### src/rtl/ram_pkg.sv
// Shared constants and state encoding for the asynchronous RAM and its read master.
package ram_pkg;
   localparam int RAM_ADDR_W = 5;
   localparam int RAM_DATA_W = 32;
   localparam int RAM_DEPTH  = 32;

   typedef enum logic [1:0] {
      IDLE = 2'd0,
      READ = 2'd1,
      HOLD = 2'd2,
      DONE = 2'd3
   } rd_state_t;
endpackage

### src/rtl/ram_async_reader.sv
// Sequential wrap-around read master for ram_async; streams words on valid/ready
// and keeps a running checksum of accepted words.
//
//  state | meaning
//  IDLE  | waiting for start; address and checksum hold
//  READ  | address driven, RAM word captured at the edge
//  HOLD  | captured word offered on out_valid until accepted
//  DONE  | one-cycle done pulse, then back to IDLE
module ram_async_reader
   import ram_pkg::*;
#(
   parameter int ADDR_W = RAM_ADDR_W,
   parameter int DATA_W = RAM_DATA_W
) (
   input  logic              clk,
   input  logic              rst,
   input  logic              start,
   input  logic [ADDR_W-1:0] base_addr,
   input  logic [ADDR_W:0]   count,
   output logic [ADDR_W-1:0] address,
   output logic              writeOn,
   input  logic [DATA_W-1:0] data_out,
   output logic [DATA_W-1:0] out_data,
   output logic              out_valid,
   input  logic              out_ready,
   output logic              out_last,
   output logic              busy,
   output logic              done,
   output logic [DATA_W-1:0] checksum
);

   localparam logic [ADDR_W:0] MAX_CNT = {1'b1, {ADDR_W{1'b0}}};
   localparam logic [ADDR_W:0] ONE_CNT = (ADDR_W+1)'(1);

   rd_state_t       state, next_state;
   logic [ADDR_W:0] remaining;
   logic            accept;
   logic            last_word;

   assign last_word = (remaining == ONE_CNT);
   assign accept    = (state == HOLD) && out_ready;

   always_ff @(posedge clk or posedge rst) begin
      if (rst) state <= IDLE;
      else     state <= next_state;
   end

   always_comb begin
      next_state = state;
      unique case (state)
         IDLE: if (start) next_state = (count != '0) ? READ : DONE;
         READ: next_state = HOLD;
         HOLD: if (out_ready) next_state = last_word ? DONE : READ;
         DONE: next_state = IDLE;
         default: next_state = IDLE;
      endcase
   end

   // Counts above the RAM depth are clamped so a sweep never revisits a word.
   always_ff @(posedge clk or posedge rst) begin
      if (rst) begin
         address   <= '0;
         remaining <= '0;
         out_data  <= '0;
         checksum  <= '0;
      end else begin
         if (state == IDLE && start) begin
            checksum <= '0;
            if (count != '0) begin
               address   <= base_addr;
               remaining <= (count > MAX_CNT) ? MAX_CNT : count;
            end
         end
         if (state == READ) out_data <= data_out;
         if (accept) begin
            checksum  <= checksum + out_data;
            remaining <= remaining - ONE_CNT;
            if (!last_word) address <= address + ADDR_W'(1);
         end
      end
   end

   assign writeOn   = 1'b0;
   assign out_valid = (state == HOLD);
   assign out_last  = (state == HOLD) && last_word;
   assign busy      = (state != IDLE);
   assign done      = (state == DONE);

endmodule
### config.mk
export PLATFORM = sky130hd
export DESIGN_NAME = ram_async_reader
export DESIGN_NICKNAME = d
export VERILOG_FILES = /design/src/rtl/ram_pkg.sv /design/src/rtl/ram_async_reader.sv
export SDC_FILE = /design/constraint.sdc
export NUM_CORES = 1
export LEC_CHECK = 0
export ABC_AREA = 1
export BUFFER_PORTS_ARGS = -buffer_cell sky130_fd_sc_hd__buf_2
export CAP_MARGIN = 25
export CORE_UTILIZATION = 45
export CTS_CLUSTER_SIZE = 10
export DETAILED_ROUTE_END_ITERATION = 10
export PLACE_DENSITY_LB_ADDON = 0.08
export SYNTH_ARGS = -nofsm -noshare
export SYNTH_HDL_FRONTEND = slang
export SYNTH_SLANG_ARGS = --single-unit
### constraint.sdc
create_clock -name clk -period 4.7 [get_ports clk]
set_clock_uncertainty 0.1 [all_clocks]
set_input_delay 0 -clock clk [delete_from_list [all_inputs] [get_ports clk]]
set_output_delay 0 -clock clk [all_outputs]
set_load 0.02 [all_outputs]
# --- Yosys cells after proc, flatten, opt, wreduce, memory -nomap -nowiden ---
# Cells that the tools add are included.
word_totals:
  regBits: 77
  in_bits: 47
  out_inout_bits: 74
op_classes:
  muxes: 15
  n_lt_le_gt_ge: 1
  addsub: 3
  n_eq_ne: 6
  n_reduce_logical: 10
ops:
  columns: ["cell", "n"]
  rows:
  - ["$mux W32", 2]
  - ["$add A32 B32 Y32", 1]
  - ["$mux W6", 4]
  - ["$mux W5", 4]
  - ["$mux W2", 4]
  - ["$pmux W2 S4", 1]
  - ["$eq A6 B1 Y1 const B", 1]
  - ["$gt A6 B6 Y1 const B", 1]
  - ["$reduce_bool A2 Y1", 3]
  - ["$reduce_bool A6 Y1", 1]
  - ["$sub A6 B1 Y6 const B", 1]
  - ["$add A5 B1 Y5 const B", 1]
  - ["$eq A2 B2 Y1 const B", 2]
  - ["$reduce_and A2 Y1", 2]
  - ["$logic_and A1 B1 Y1", 3]
  - ["$eq A2 B1 Y1 const B", 1]
  - ["$logic_not A2 Y1", 1]
  - ["$ne A2 B1 Y1 const B", 1]
  - ["$ne A2 B2 Y1 const B", 1]

# --- Depth between registers and ports, before layout ---
logic_depth:
  word_depth: 5
  mapped_depth: 14
  ltp_nobuf: 14

# --- Least setup slack after synthesis ---
# Ideal clock, no wire load.
synth_timing:
  path_type: "register to register"
  startpoint: "register checksum[0]"
  endpoint: "register checksum[16]"
  t_arrival_ns: 1.815
  n_path_buf: 0
  slack_ns: 2.663
  stages_incl_launch_ff: 14
  required_time_ns: 4.479
  setup_ns: 0.121
  path_cell_list: "dfrtp_1 > ha_1 > inv_1 > fa_1 > inv_1 > nand3_1 > nand3_1 > nand2_1 > nand2_1 > nand3_1 > nand2_1 > nand2_1 > nand2_1 > o21ai_1"
synth_via:
  elab_chain_len: 2
synth_rtl:
  columns: ["element", "line", "rtl"]
  rows:
  - ["from (decl)", "ram_async_reader.sv:29", "output logic [DATA_W-1:0] checksum"]
  - ["from (signal assigned)", "ram_async_reader.sv:76", "checksum <= checksum + out_data;"]
  - ["$add A32 B32 Y32", "ram_async_reader.sv:76", null]
  - ["$mux W32", "ram_async_reader.sv:75", "if (accept) begin"]
# No other way between the ends.
# A chain may end at the register's enable or synchronous reset.

# --- Worst setup path after layout ---
layout_timing:
  startpoint: "register state[0]"
  endpoint: "register address[0]"
layout_via:
  elab_chain_len: 5
  word_cells_on_any_way: 7
layout_rtl:
  columns: ["element", "line", "rtl"]
  rows:
  - ["from (decl)", "ram_async_reader.sv:35", "rd_state_t state, next_state;"]
  - ["from (signal assigned)", "ram_async_reader.sv:45", "else state <= next_state;"]
  - ["$logic_not A2 Y1", "ram_async_reader.sv:67", "if (state == IDLE && start) begin"]
  - ["$logic_and A1 B1 Y1", "ram_async_reader.sv:67", null]
  - ["$mux W5", "ram_async_reader.sv:67", null]
  - ["$mux W5", "ram_async_reader.sv:78", "if (!last_word) address <= address + ADDR_W'(1);"]
  - ["$mux W5 *", "ram_async_reader.sv:75", null]
  - ["to (signal assigned)", "ram_async_reader.sv:70", "address <= base_addr;"]
  - ["to (signal assigned)", "ram_async_reader.sv:78", null]
  - ["to (decl)", "ram_async_reader.sv:20", "output logic [ADDR_W-1:0] address,"]
# Mark *: on every way between the ends. The rest lies on a longest branch, timed or not.

==> flow_metrics.env <==
export IMPL_status="finished clean"
export IMPL_ios=121
export IMPL_clock_path_buffers=2
export IMPL_grt_max_degree=78
export IMPL_htreeDepth=3
export IMPL_seq_area_frac_synth_pct=34.7
export IMPL_die_w_um=113
export IMPL_setup_ws_ns=2.20
export IMPL_syn_nets=877
export IMPL_cp_required_ns=4.84
export IMPL_synth_distinct_cells=39
export IMPL_slew_viol_final=0
export IMPL_use_met1_pct=34.0
export IMPL_end_kind="flip-flop"
export IMPL_period_minus_slack_ns=2.50
export IMPL_max_cap_viol_count=0
export IMPL_drc=0
export IMPL_vias=5490
export IMPL_track_usage_pct=25.7
export IMPL_irDropWorstVdd_mv=0.381
export IMPL_critPathLaunchType="flip-flop"
export IMPL_hold_end="remaining[1]"
export IMPL_criticalPathCategory="flip-flop to flip-flop"
export IMPL_die_area_mm2=0.0128
export IMPL_dp_hpwl_um=11500
export IMPL_hold_viol_final=0
export IMPL_cts_repair_resized=0
export IMPL_syn_inst=795
export IMPL_fill_cells=1145
export IMPL_powerDensity_mw_per_mm2=808
export IMPL_worstSetupStartpoint="state[0]"
export IMPL_drtIter0Drc=283
export IMPL_rows=40
export IMPL_synth_area_mm2=0.00555
export IMPL_use_met2_pct=42.4
export IMPL_placed_cells=1053
export IMPL_coreArea_mm2=0.0120
export IMPL_nNetsFinal=1047
export IMPL_rsz0062_at_grt="false"
export IMPL_use_met3_pct=3.32
export IMPL_routedWlPerCell_um=13.8
export IMPL_finalSetupViolations=0
export IMPL_final_common_cell="nand2_1"
export IMPL_fin_cells=1117
export IMPL_cts_sinks=77
export IMPL_worstPathArrival_ns=2.64
export IMPL_place_ws_ns=2.20
export IMPL_yosysWarningCount=0
export IMPL_hp_class="input pin to flip-flop"
export IMPL_worst_slew_pin_slew_ns=0.823
export IMPL_path_max_fanout=24
export IMPL_synth_top_area_cell="dfrtp_1"
export IMPL_ant_nets=0
export IMPL_ys_ff_latch=77
export IMPL_totalWireLength_um=15500
export IMPL_grt_overflow_total=0
export IMPL_clock_latency_ns=0.35
export IMPL_synthToLayoutAreaGrowth_pct=28.2
export IMPL_synth_top_area_share_pct=34.7
export IMPL_start_util_pct=46.2
export IMPL_fin_crit_sh_pct=53.2
export IMPL_cts_hold_buffers_added=47
export IMPL_die_h_um=113
export IMPL_hold_depth=6
export IMPL_grt_pass1_wl_um=25800
export IMPL_avgSynthCellArea_um2=6.99
export IMPL_cts_tree="done"
export IMPL_reg2reg_depth=8
export IMPL_worst_r2r_endpoint="address[0]"
export IMPL_diodes=0
export IMPL_busiest_layer="met2"
export IMPL_cts_clk_slew_worst_paths_ns=0.06
export IMPL_max_slew_margin_pct=45.1
export IMPL_cellLeakagePower_nw=4.13
export IMPL_min_from="count[5]"
export IMPL_port_buffers=119
export IMPL_fmax_ghz=0.400
export IMPL_numCtsBuffers=9
export IMPL_routed_via_density=4.91
export IMPL_antenna_found_initial=0
export IMPL_first_pass_iters=5
export IMPL_power_total_mw=5.75
export IMPL_setup_tns_final_ns=0
export IMPL_rrSetupSlack_ns=2.20
export IMPL_reg2reg_from="state[0]"
export IMPL_synth_area_leaders="dfrtp_1 35%, nand2_1 20%, inv_1 9.0%"
export IMPL_gp_congestion=0.883
export IMPL_final_layout_size_suffix_gt1_share_pct=20.4
export IMPL_cts_root_buf="clkbuf_16"
export IMPL_layout_common_cells="291 x nand2_1, 132 x inv_1, 119 x buf_2"
export IMPL_first_global_vias=5404
export IMPL_post_cts_setup_buffer_count=0
report_power, final:
| part | internal (mW) | total (mW) | switching (mW) |
|---|---|---|---|
| Combinational | 1.30 | 3.70 | 2.40 |
| Clock | 0.467 | 0.755 | 0.287 |
| Sequential | 1.00 | 1.29 | 0.293 |
| Total | 2.77 | 5.75 | 2.98 |
cell type report:
type / instances / area [um2] / area share (%)
Clock buffer: 11 / 233 / 3.27
Clock inverter: 5 / 83.8 / 1.18
Inverter: 136 / 512 / 7.19
Multi-Input combinational cell: 571 / 3060 / 42.9
Sequential cell: 77 / 1930 / 27.1
Tap cell: 147 / 184 / 2.58
Timing Repair Buffer: 170 / 1120 / 15.8
through the flow:
step / area, um2 / hold slack (ns) / utilization (%)
2_1_floorplan: 5550 / 0.00860 / -
3_3_place_gp: 6290 / 0.130 / 52.4
3_5_place_dp: 6300 / 0.135 / 52.5
4_1_cts: 7090 / 0.0380 / 59.0
5_1_grt: 7120 / 0.104 / 59.3
6_report: 7120 / 0.0574 / 59.3
registers in the layout, summed over array words and instances (netlist names):
name       cells
checksum      32
state          2
address        5
out_data      32
remaining      6
Yosys cell counts:
master	count
buf_4	3
inv_2	3
conb_1	1
nand2_2	14
nor3_4	1
o31ai_1	1
nor3_1	3
xnor2_1	5
xor2_1	3
nor2_1	50
o22ai_1	4
nand4_1	7
buf_2	7
inv_1	133
nand3_2	4
o21ai_1	7
mux2_2	31
nand2_1	291
o21ai_0	19
and3_2	1
o21a_1	1
dfrtp_1	77
a32o_1	3
o211ai_1	2
or2_2	1
a22o_1	1
clkbuf_1	1
nor3b_1	1
a21o_1	1
o21bai_1	3
nand3_1	41
ha_1	34
a21oi_1	30
o221ai_1	1
nand3b_1	3
fa_1	1
nor2_4	1
a31oi_1	1
nor2_2	4
layer usage:
metal  vias to the layer above  part of all wire [%]
li1                       2835                     -
met1                      2498                    47
met2                       131                    47
met3                        26                   4.0
met4                         0                   2.1
met5                         -                     0
kinds of logic (layout without fill, tap and decap cells):
group / Yosys count / count (layout) / share of synthesized area [%]
compound gates: 74 / 74 / 7.55
xor+xnor: 8 / 8 / 1.26
fa+ha+maj: 35 / 35 / 8.02
buf+inv: 147 / 322 / 10.3
flops: 77 / 77 / 34.7
mux: 31 / 31 / 6.29
other cells: 1 / 1 / 0.0675
simple gates: 422 / 422 / 31.8
worst max-delay path by stage:
stage | slack (ns) | end
after floorplan | 2.63 | address[0]
after global placement | 2.30 | address[0]
after detailed placement | 2.20 | address[4]
after CTS | 2.19 | address[4]
after global routing | 2.01 | address[0]
final | 2.20 | address[0]
critical path: stages, from the launching register on:
cell and delay (ns):
dfrtp_1 0.43, nor2_4 0.15, nand2_2 0.29, inv_1 0.73, nand2_1 0.39, inv_1 0.15
nand2_1 0.06, nand2_1 0.06, inv_1 0.03
No activity file was read; power rests on OpenSTA's default activity.
